$ cat src/rtl/mips_pkg.sv
// Shared MIPS pipeline constants used by the write-back stage and GPR file.
package mips_pkg;

    localparam logic [31:0] NOP_IR   = 32'h0;
    localparam logic [4:0]  REG_ZERO = 5'd0;
    localparam int          LINK_OFS = 4;
    localparam int          NREG     = 32;

endpackage

$ cat src/rtl/gpr_file.sv
// 32-bit general purpose register file: one write port, two combinational
// read ports with hardwired $0 and same-cycle write-to-read bypass.
module gpr_file
    import mips_pkg::*;
#(
    parameter int N = NREG
) (
    input  logic        CLK,
    input  logic        reset,
    input  logic        we_i,
    input  logic [4:0]  wa_i,
    input  logic [31:0] wd_i,
    input  logic [4:0]  ra1_i,
    input  logic [4:0]  ra2_i,
    output logic [31:0] rd1_o,
    output logic [31:0] rd2_o
);

    logic [31:0] regs_q [N];

    // Storage: reset clears every register and drops any write in that cycle.
    always_ff @(posedge CLK) begin
        if (reset) begin
            for (int i = 0; i < N; i++) regs_q[i] <= '0;
        end else if (we_i && (wa_i != REG_ZERO)) begin
            regs_q[wa_i] <= wd_i;
        end
    end

    // Read port 1: $0 reads zero, a live write to the same register wins.
    always_comb begin
        rd1_o = regs_q[ra1_i];
        if (ra1_i == REG_ZERO)               rd1_o = '0;
        else if (we_i && (ra1_i == wa_i))    rd1_o = wd_i;
    end

    // Read port 2: identical priority to port 1.
    always_comb begin
        rd2_o = regs_q[ra2_i];
        if (ra2_i == REG_ZERO)               rd2_o = '0;
        else if (we_i && (ra2_i == wa_i))    rd2_o = wd_i;
    end

endmodule

$ cat src/rtl/wb_stage_regfile.sv
// Write-back stage: selects write-back data from the MEM/WB fields, commits
// it to the GPR file, exports it for forwarding and counts retired instructions.
module wb_stage_regfile
    import mips_pkg::*;
#(
    parameter int NREG_P     = NREG,
    parameter int CNT_W      = 32,
    parameter int LINK_OFS_P = LINK_OFS
) (
    input  logic             CLK,
    input  logic             reset,
    input  logic [31:0]      IR,
    input  logic [4:0]       A3,
    input  logic [31:0]      AO,
    input  logic [31:0]      DR,
    input  logic [31:0]      PCp4,
    input  logic             RegWrite,
    input  logic             MemtoReg,
    input  logic             Link,
    input  logic [4:0]       A1,
    input  logic [4:0]       A2,
    output logic [31:0]      RD1,
    output logic [31:0]      RD2,
    output logic [31:0]      WB_WD,
    output logic [4:0]       WB_A3,
    output logic             WB_WE,
    output logic [CNT_W-1:0] RetireCnt
);

    logic [CNT_W-1:0] retire_q, retire_d;

    // Write-back data select: link value beats load data beats ALU result.
    always_comb begin
        WB_WD = AO;
        if (Link)          WB_WD = PCp4 + 32'(LINK_OFS_P);
        else if (MemtoReg) WB_WD = DR;
    end

    // A write to $0 is no write at all, so forwarding sees a clean zero.
    always_comb begin
        WB_WE = RegWrite && (A3 != REG_ZERO);
        WB_A3 = WB_WE ? A3 : REG_ZERO;
    end

    gpr_file #(.N(NREG_P)) u_gpr (
        .CLK   (CLK),
        .reset (reset),
        .we_i  (WB_WE),
        .wa_i  (A3),
        .wd_i  (WB_WD),
        .ra1_i (A1),
        .ra2_i (A2),
        .rd1_o (RD1),
        .rd2_o (RD2)
    );

    // Every non-bubble instruction retires, including stores and branches.
    always_comb begin
        retire_d = retire_q;
        if (IR != NOP_IR) retire_d = retire_q + CNT_W'(1);
    end

    // Retire counter register; wraps naturally at 2^CNT_W.
    always_ff @(posedge CLK) begin
        if (reset) retire_q <= '0;
        else       retire_q <= retire_d;
    end

    assign RetireCnt = retire_q;

endmodule
$ cat config.mk
export PLATFORM = sky130hd
export DESIGN_NAME = wb_stage_regfile
export DESIGN_NICKNAME = d
export VERILOG_FILES = /design/src/rtl/mips_pkg.sv /design/src/rtl/gpr_file.sv /design/src/rtl/wb_stage_regfile.sv
export SDC_FILE = /design/constraint.sdc
export NUM_CORES = 2
export LEC_CHECK = 0
export BUFFER_PORTS_ARGS = -buffer_cell sky130_fd_sc_hd__buf_2
export CAP_MARGIN = 40
export CORE_MARGIN = 4
export CORE_UTILIZATION = 67
export CTS_BUF_LIST = sky130_fd_sc_hd__clkbuf_16
export DETAILED_ROUTE_END_ITERATION = 10
export PLACE_DENSITY_LB_ADDON = 0.1
export SETUP_SLACK_MARGIN = 0.2
export SLEW_MARGIN = 20
export SYNTH_ARGS = -nofsm -noshare
export SYNTH_HDL_FRONTEND = slang
export SYNTH_SLANG_ARGS = --single-unit
$ cat constraint.sdc
create_clock -name CLK -period 5.1 [get_ports CLK]
set_input_delay 0.51 -clock CLK [delete_from_list [all_inputs] [get_ports CLK]]
set_output_delay 0.51 -clock CLK [all_outputs]
set_load 0.01 [all_outputs]
After elaboration in Yosys (flattened, before gate mapping)
Memory sizes are Yosys's and may differ from the RTL's.
Cells that the tools add are included.

word-level totals
  input bits = 148
  bits in writable memories = 1024
  output and inout bits = 134
  flip-flop bits (word level) = 32
  memories kept = 1

operators by class
  reductions and logical operators = 9
  add/sub/neg operators = 2
  multiplexer cells = 15
  equal/unequal tests = 2

memories
  name          words  bits a word  read ports  clocked after Yosys merged registers in  wr ports  line            source
  u_gpr.regs_q  32     32           2           0                                        32        gpr_file.sv:19  logic [31:0] regs_q [N];

operators with widths
  cell                                            number
  two-way mux 32 bit                              7
  adder 32 x 1 -> 32 bit (second input constant)  1
  adder 32 x 3 -> 32 bit (second input constant)  1
  nonzero test 32 bit                             1
  OR reduction 32 bit                             1
  == test 5 bit                                   2
  logical NOT 5 bit                               2
  two-way mux 5 bit                               2
  two-way mux 1 bit                               6
  nonzero test 5 bit                              1
  logical AND 1 bit                               4

Logic depth before layout (Yosys ltp)
  depth after elaboration = 8
  mapped depth = 10

Cells and area by module
Synthesis repeated with hierarchy kept, for this count alone.

second synthesis, totals
  cell total of the unflattened synthesis = 4126
  area total of the unflattened synthesis = 57635.3 µm²

modules (own cells, without submodules)
  module            times used  area an instance (µm²)  cells each  sequential area each (µm²)
  gpr_file          1           54722.5                 3740        30749.5
  wb_stage_regfile  1           2912.8                  386         640.6

Worst setup path before layout
Ideal clock, no wire load.

  kind = input to output
  start = in A1[0]
  end = out RD1[11]
  path buffers = 4
  data arrival time = 2424 ps
  cell stages on the path = 9
  required time = 4590 ps
  setup slack = 2166 ps
  cell sequence = buf_2 -> buf_4 -> buf_4 -> buf_2 -> mux4_2 -> a211oi_1 -> a21oi_1 -> a22oi_1 -> o21ai_0

between the ends
  longest elaborated chain between the ends = 4
  elaborated cells between the ends (all ways) = 6

ends and longest elaborated chain
  what                                                                          line                    source
  from (decl)                                                                   wb_stage_regfile.sv:20  input logic [4:0] A1,
  parallel branches: the longest is 3 deep, another holds memory (32 x 32 bit)  --
  two-way mux 32 bit *                                                          gpr_file.sv:33          if (ra1_i == REG_ZERO) rd1_o = '0;
  to (decl)                                                                     wb_stage_regfile.sv:22  output logic [31:0] RD1,

Every way passes the cells marked *.

Worst setup path after layout
  start = in A1[1]
  end = out RD1[27]

Same word-level chain as after synthesis.

==> results.toml <==
[status]
status = "complete, no violations"

[sta]
finalHoldViolCount = 0
setup_viol = 0
worst_pin_slew_ns = 0.9605
slew_headroom = 0.3597
min_period_ns = 4.379
period_share = 0.8586
clock_skew_ns = 0.005178
slew_viol_final = 0
setup_tns_ns = 0
rsz0062_at_grt = "no"
fmax_mhz = 228.4
setup_slack_ns = 0.7212

[layout]
multi_input_area_sq_um = 22730
syn_to_final_growth_pct = 11.76
layout-drive-gt1-share = 0.3006
regArea_sq_um = 31390
nets = 4325
fillers = 4925

[pwr]
total_power_mw = 21.05
p_leak_nw = 22.12
powerDensity_nw_per_um2 = 338.1
vdd_drop_max_v = 0.0003248

[drt]
viasPerCell = 7.611
drc = 0
drtIter0Drc = 7789
drtAntennaViolNets = 0
wl_per_cell_um = 35.88
drt-pass1-iter-count = 7
vias = 40600
wl_um = 191400

[setup_path]
cp_data_arrival_time_ns = 3.87
cp_max_fo = 80
endpoint_kind = "output pin"
path_class = "in2out"
cp-start-kind = "primary input"
required_ns = 4.59

[global_route]
grt_max_degree = 81
antenna_found_initial = 4
grt_pass1_wl_um = 271300
first_global_vias = 39740
grt_usage = 0.4399
grt_overflow = 0

[clocking]
cts_root_buffer = "clkbuf_16"
clkLatencyLatePin_ns = 0.68
cts_resized = 0
clock_path_buffers = 3
h-tree-depth = 3
cts_tree = "done"
cts_setup_buffers = 0
clk_pin_slew_ns = 0.06
numCtsBuffers = 108
cts_hold_buf = 0
clock_sink_count = 1056

[floorplan]
initial_core_util = 0.6774
chipHeight_um = 296.4
core_area_sq_um = 82240
dieArea_sq_um = 87830
pin_count = 282
die_w_um = 296.4
num_rows = 105

[synth]
synth_common_cells = "nor2_1 (1072), edfxtp_1 (1024), mux4_2 (549)"
synth.top_cell.area_share = 0.5520
ys_warn_count = 0
synth_most_common_cell = "nor2_1"
postSynthAreaPerCell_sq_um = 13.99
ys_seq_area_frac = 0.5635
synthDistinctLibCells = 59
ys_ff_latch = 1056
synth_edf_count = 1024
synth_top_cell_by_area = "edfxtp_1"
synthesis.area_sq_um = 55710
synth.area.top_cells = "edfxtp_1 (55%), mux4_2 (22%), nor2_1 (7.2%)"
async_flop_share = 0
syn_inst = 3981
synth_flop_cell = "edfxtp_1"

[run]
cap_violations = 0

[hold_path]
hold_class = "in2reg"

[place]
dp_hpwl_um = 114300
port_buffers = 281
routabilityCongestion = 0.9272
pre_cts_ws_ns = 0.9558
-- critical path, stage by stage --
cell and delay [ns]:
buf_8 0.61, xor2_1 0.14, nor3_1 0.29, and4_1 0.65
nor3_2 0.12, buf_4 0.31, a22oi_1 0.71, o21ai_0 0.27
buf_2 0.21
-- layout by cell type, fill, tap and decap left out, types with 11 or more instances in the layout --
cell	instances
nor3_1	36
o21ai_0	29
mux2i_1	127
nand3_1	19
clkbuf_16	108
buf_2	274
dfxtp_1	32
clkinv_1	31
nand2_2	31
nand4_1	15
conb_1	32
buf_12	19
nand2b_2	29
edfxtp_1	1024
xnor2_1	38
xor2_1	23
buf_4	162
a21oi_1	68
nand2_1	46
mux4_2	549
a22oi_1	34
o22ai_1	27
mux2_2	16
nor4_1	24
nor2b_1	66
a211oi_1	89
a21oi_4	11
clkinv_2	14
nor2_1	1072
inv_1	71
-- flip-flops by register name, summed over array words and instances, names as in the netlist --
name / count
RetireCnt: 32
u_gpr.regs_q: 1024
-- routing by layer --
metal | vias to the layer above | share of wire | track usage
met5 | - | 0.00011 | 0.005420
met4 | 4 | 0.077 | 0.2684
met3 | 965 | 0.18 | 0.1651
met2 | 4336 | 0.44 | 0.6528
met1 | 19760 | 0.30 | 0.5600
li1 | 15530 | - | -
-- cell type report --
class                      count  share of cell area
sequential                  1056              0.5042
tap                         1070             0.02150
timing repair buffer         466             0.05099
inverter                      52            0.003135
multi-input combinational   2491              0.3651
antenna                        3           0.0001206
clock buffer                 108             0.04341
clock inverter                88             0.01154
-- cells by family (layout without fill, tap and decap cells) --
logic type / after synthesis / in the layout / share of synthesized area
mux: 693 / 693 / 0.2483
flops: 1056 / 1056 / 0.5635
compound gates: 312 / 312 / 0.03643
simple gates: 1391 / 1391 / 0.1044
xor+xnor: 61 / 61 / 0.009590
buf+inv: 465 / 714 / 0.03733
other cells: 1 / 35 / 0.00006731
fa+ha+maj: 2 / 2 / 0.0004491
-- where the power goes --
part	total (mW)	switching (mW)	internal [mW]
sequential	10.2	0.254	9.98
clock	7.77	3.42	4.35
combinational	3.04	1.81	1.23
-- metrics by stage --
| stage | hold WS [ns] | utilization | cell area [sq um] | instances |
|---|---|---|---|---|
| 3_5_place_dp | 0.5034 | 0.7144 | 58750 | 5129 |
| 3_3_place_gp | 0.4984 | 0.7121 | 58570 | 5119 |
| 5_1_grt | 0.3474 | 0.7569 | 62250 | 5331 |
| 2_1_floorplan | 0.5266 | - | 55830 | 4012 |
| 6_report | 0.3649 | 0.7570 | 62260 | 5334 |
| 4_1_cts | 0.3286 | 0.7560 | 62170 | 5325 |
-- path summary, 6_finish.rpt --
path | start | endpoint | slack (ns) | cells past startpoint
max | A1[1] | RD1[27] | 0.72 | 9
min | reset | u_gpr.regs_q[0][8] | 0.36 | 1
max reg2reg | RetireCnt[14] | RetireCnt[31] | 2.91 | 6
min reg2reg | RetireCnt[31] | RetireCnt[31] | 0.52 | 2
Note: power is estimated with default switching activity, not from simulation.
